==> src/rtl/instr_fetch.sv <==
// Instruction fetch unit: reads one 16-bit instruction per BRAM access and presents it
// to the decoder with a valid/ready handshake; supports redirect on taken branches.
module instr_fetch #(
   parameter logic [15:0] RESET_PC = 16'h0000
) (
   input  logic        clk,
   input  logic        reset,
   output logic        mem_en,
   output logic [15:0] mem_addr,
   input  logic [15:0] mem_rdata,
   output logic [15:0] instr,
   output logic [15:0] pc_out,
   output logic        instr_valid,
   input  logic        instr_ready,
   input  logic        redirect,
   input  logic [15:0] redirect_addr
);

   typedef enum logic [1:0] {
      IDLE  = 2'd0,
      FETCH = 2'd1,
      WAIT  = 2'd2,
      VALID = 2'd3
   } state_t;

   state_t      state_r;
   state_t      state_next_s;
   logic [15:0] pc_r;
   logic [15:0] pc_next_s;
   logic [15:0] instr_r;
   logic [15:0] instr_next_s;
   logic [15:0] pc_out_r;
   logic [15:0] pc_out_next_s;
   logic        mem_en_r;
   logic        mem_en_next_s;
   logic        instr_valid_r;
   logic        instr_valid_next_s;

   // Next-state and datapath next values; redirect overrides normal sequencing outside IDLE.
   always_comb begin
      state_next_s  = state_r;
      pc_next_s     = pc_r;
      instr_next_s  = instr_r;
      pc_out_next_s = pc_out_r;
      case (state_r)
         IDLE: begin
            state_next_s = FETCH;
         end
         FETCH: begin
            if (redirect) begin
               pc_next_s    = redirect_addr;
               state_next_s = FETCH;
            end else begin
               state_next_s = WAIT;
            end
         end
         WAIT: begin
            if (redirect) begin
               pc_next_s    = redirect_addr;
               state_next_s = FETCH;
            end else begin
               instr_next_s  = mem_rdata;
               pc_out_next_s = pc_r;
               pc_next_s     = pc_r + 16'd1;
               state_next_s  = VALID;
            end
         end
         VALID: begin
            if (redirect) begin
               pc_next_s    = redirect_addr;
               state_next_s = FETCH;
            end else if (instr_ready) begin
               state_next_s = FETCH;
            end else begin
               state_next_s = VALID;
            end
         end
         default: begin
            state_next_s = IDLE;
         end
      endcase
      // Strobes are registered from the state being entered so they align with it.
      mem_en_next_s      = (state_next_s == FETCH);
      instr_valid_next_s = (state_next_s == VALID);
   end

   // State, program counter and instruction register update.
   always_ff @(posedge clk) begin
      if (reset) begin
         state_r       <= IDLE;
         pc_r          <= RESET_PC;
         instr_r       <= 16'h0000;
         pc_out_r      <= 16'h0000;
         mem_en_r      <= 1'b0;
         instr_valid_r <= 1'b0;
      end else begin
         state_r       <= state_next_s;
         pc_r          <= pc_next_s;
         instr_r       <= instr_next_s;
         pc_out_r      <= pc_out_next_s;
         mem_en_r      <= mem_en_next_s;
         instr_valid_r <= instr_valid_next_s;
      end
   end

   // Reset also blocks the read strobe combinationally so no read issues while held in reset.
   assign mem_en      = mem_en_r & ~reset;
   assign mem_addr    = pc_r;
   assign instr       = instr_r;
   assign pc_out      = pc_out_r;
   assign instr_valid = instr_valid_r;

endmodule

==> config.mk <==
export PLATFORM = sky130hd
export DESIGN_NAME = instr_fetch
export DESIGN_NICKNAME = d
export VERILOG_FILES = /design/src/rtl/instr_fetch.sv
export SDC_FILE = /design/constraint.sdc
export NUM_CORES = 1
export LEC_CHECK = 0
export ABC_AREA = 1
export BUFFER_PORTS_ARGS = -buffer_cell sky130_fd_sc_hd__buf_2
export CAP_MARGIN = 15
export CORE_MARGIN = 10
export CORE_UTILIZATION = 45
export CTS_BUF_LIST = sky130_fd_sc_hd__clkbuf_4 sky130_fd_sc_hd__clkbuf_8
export DETAILED_ROUTE_END_ITERATION = 12
export GPL_ROUTABILITY_DRIVEN = 0
export PLACE_DENSITY = 0.85
export SYNTH_ARGS = -nofsm -noshare
export SYNTH_HDL_FRONTEND = slang
export SYNTH_SLANG_ARGS = --single-unit
==> constraint.sdc <==
create_clock -name clk -period 2.55 [get_ports clk]
set_input_delay 0.51 -clock clk [delete_from_list [all_inputs] [get_ports clk]]
set_output_delay 0.51 -clock clk [all_outputs]
set_load 0.1 [all_outputs]
==> impl_metrics.csv <==
group,metric,value,unit
run_status,status,"complete, no violations",
setup_path,cp_slowest_cell,"buf_2",
floorplanning,ios,86,
placement,detailed_place_hpwl,5020,um
grt,overflow,0,
logic_synthesis,ys_seq_elements,52,
placement,dp_cells,474,
route,vias_per_cell,4.99,
route,met3_length,675,um
cells_and_area,syn_to_final_growth,23.2,%
cells_and_area,nets,448,
timing,fin_setup_tns,0,ns
cells_and_area,n_antenna_cell,0,
timing,setup-violations-final,0,
timing,tightest_slew,0.610,ns
power,p_leak,0.00143,uW
route,dr.max_layer_used,"met5",
timing,timing.hold.ws,0.412,ns
timing,min_period,1.79,ns
clocking,ctsHoldBuffers,0,
clocking,path_clk_slew,0.10,ns
cells_and_area,drive_gt1_share,25.7,%
setup_path,crit_required,2.04,ns
clocking,cts.htree.levels,2,
power,peakVddDrop,0.406,mV
route,detail-route-antenna-nets,0,
power,pwr_density_cell,636,mW/mm2
timing,finalCritPeriodShare,70.2,%
logic_synthesis,syn_nets,369,
floorplanning,start_util,46.1,%
setup_path,cp-end-kind,"output port",
setup_path,path_cells,"buf_2",
timing,finalMaxSlewViolations,0,
logic_synthesis,synth_warnings,0,
route,drt-wirelength-per-cell,14.0,um
timing,max_freq,0.559,GHz
clocking,clock-sinks,52,
cells_and_area,final_area,0.00286,mm2
route,met2WireLength,3230,um
route,vias,2407,
placement,portBuffers,85,
setup_path,critical_path.top_delay_family,"buffers and inverters",
setup_path,slowest_delay,0.49,ns
floorplanning,die_width,91.8,um
timing,timing.final.ws_setup,0.761,ns
setup_path,cp.arrival,1.28,ns
logic_synthesis,syn-cell-area,0.00232,mm2
clocking,insertion_delay,0.31,ns
grt,grt_pass1_wl,11500,um
logic_synthesis,yosysSeqAreaShare,44.8,%
clocking,postCtsSetupBuffers,0,
grt,first_global_vias,2363,
grt,antenna_found_initial,1,
floorplanning,dieArea,0.00843,mm2
clocking,ctsLongestPathBuffers,2,
grt,grt_max_degree,40,
route,post-route-drc-count,0,
clocking,cts-root-buf,"clkbuf_8",
hold_path,holdCritPathClass,"in2reg",
setup_path,cp_max_fo,6,
clocking,cts_resized,0,
timing,skew,0.00882,ns
placement,pre_cts_ws,0.748,ns
setup_path,start_kind,"flop",
clocking,cts_tree,"done",
cells_and_area,final_cell_count_no_fill,482,
floorplanning,num_rows,26,
timing,relSlewSlack,59.3,%
floorplanning,die_h,91.8,um
logic_synthesis,synth_cell_types,24,
route,drtPass1Iterations,4,
route,drt_wl_total,6740,um
timing,rsz0062_at_grt,"no",
floorplanning,core,0.00504,mm2
timing,timing.final.hold_violations,0,
clocking,cts_buffers,5,
setup_path,crit_buf_inv,1,
logic_synthesis,netlist_instances,332,
route,drtIter0Drc,225,
placement,placedInstanceArea,0.00277,mm2
grt,grt_usage,16.3,%
setup_path,crit_type,"reg2out",
job,drv_cap,0,
logic_synthesis,syn_area_per_cell,6.99,um2
route,wl_met1,2770,um
[sequential cells by signal, indices dropped and copies added (netlist names)]
signal / flops
pc_out: 16
instr_valid: 1
mem_addr: 16
instr: 16
state_r: 2
mem_en_r: 1
[worst min-delay path, delay by kind of cell]
kind | cells | cell delay (ns)
buffers and inverters | 1 | 0.08
AND/OR/NAND/NOR | 2 | 0.11
[synth_stat cells]
library cell | n | area share (%)
nor2_1 | 73 | 12
dfxtp_1 | 52 | 45
nand2_1 | 49 | 7.9
o21ai_0 | 45 | 9.7
inv_1 | 29 | 4.7
a21oi_1 | 28 | 6.0
nand3_1 | 15 | 3.2
clkbuf_1 | 7 | 1.1
nand4_1 | 6 | 1.6
buf_2 | 5 | 1.1
a211oi_1 | 3 | 0.97
o22ai_1 | 3 | 0.81
buf_4 | 2 | 0.65
buf_6 | 2 | 0.97
inv_2 | 2 | 0.32
nor2_2 | 2 | 0.54
or2_2 | 2 | 0.54
a221oi_1 | 1 | 0.38
a221oi_2 | 1 | 0.65
ha_1 | 1 | 0.54
nand2_2 | 1 | 0.27
nand2_4 | 1 | 0.48
nor2_4 | 1 | 0.48
xor2_1 | 1 | 0.38
[kinds of logic (layout without fill, tap and decap cells)]
logic type / after synthesis / count (layout) / synth area share (%)
AO/OA/AOI/OAI: 81 / 81 / 18.5
XOR/XNOR: 1 / 1 / 0.377
adder cells (fa/ha/maj): 1 / 1 / 0.539
buffers and inverters: 47 / 127 / 8.84
flip-flops: 52 / 52 / 44.8
AND/OR/NAND/NOR: 150 / 150 / 26.9
[layout by cell type, fill, tap and decap left out, types with 2 or more instances in the layout]
master    Yosys  final
a211oi_1      3      3
a21oi_1      28     28
buf_2         5     85
buf_4         2      3
clkbuf_8      0      5
dfxtp_1      52     52
inv_1        29     29
inv_2         2      2
nand2_1      49     49
nand3_1      15     15
nand4_1       6      6
nor2_1       73     73
nor2_2        2      2
o21ai_0      45     45
o22ai_1       3      3
or2_2         2      2
[final cells by class]
class	count	area (um2)
Clock buffer	6	76.3
Clock inverter	2	16.3
Fill cell	510	2180
Inverter	31	116
Multi-Input combinational cell	233	1080
Sequential cell	52	1040
Tap cell	70	87.6
Timing Repair Buffer	88	448
[through the flow]
stage               utilization, %  total power, uW
detailed placement            54.9             1350
global route                  56.7             1910
global placement              54.9             1340
floorplan                        -             1260
CTS                           56.7             1830
finish                        56.7             1820
[where the power goes]
| group | internal, uW | switching [uW] | total, uW |
|---|---|---|---|
| clock network | 206 | 281 | 488 |
| registers | 849 | 37.8 | 886 |
| logic | 84.7 | 360 | 445 |
| total | 1140 | 679 | 1820 |
[metal layers]
layer | vias up | global-route usage, %
met5 | - | 0
met2 | 77 | 26.9
li1 | 1234 | -
met3 | 8 | 7.74
met1 | 1086 | 18.6
met4 | 2 | 4.50
[path summary, 6_finish.rpt]
kind                      from  slack, ns           to  cells past startpoint
setup / recovery   mem_addr[5]       0.76  mem_addr[5]                      1
hold / removal    mem_rdata[0]       0.41     instr[0]                      3
setup reg to reg   mem_addr[1]       0.90  mem_addr[8]                      8
hold reg to reg      instr[11]       0.52    instr[11]                      2
Power figures use the tool's default switching activity.
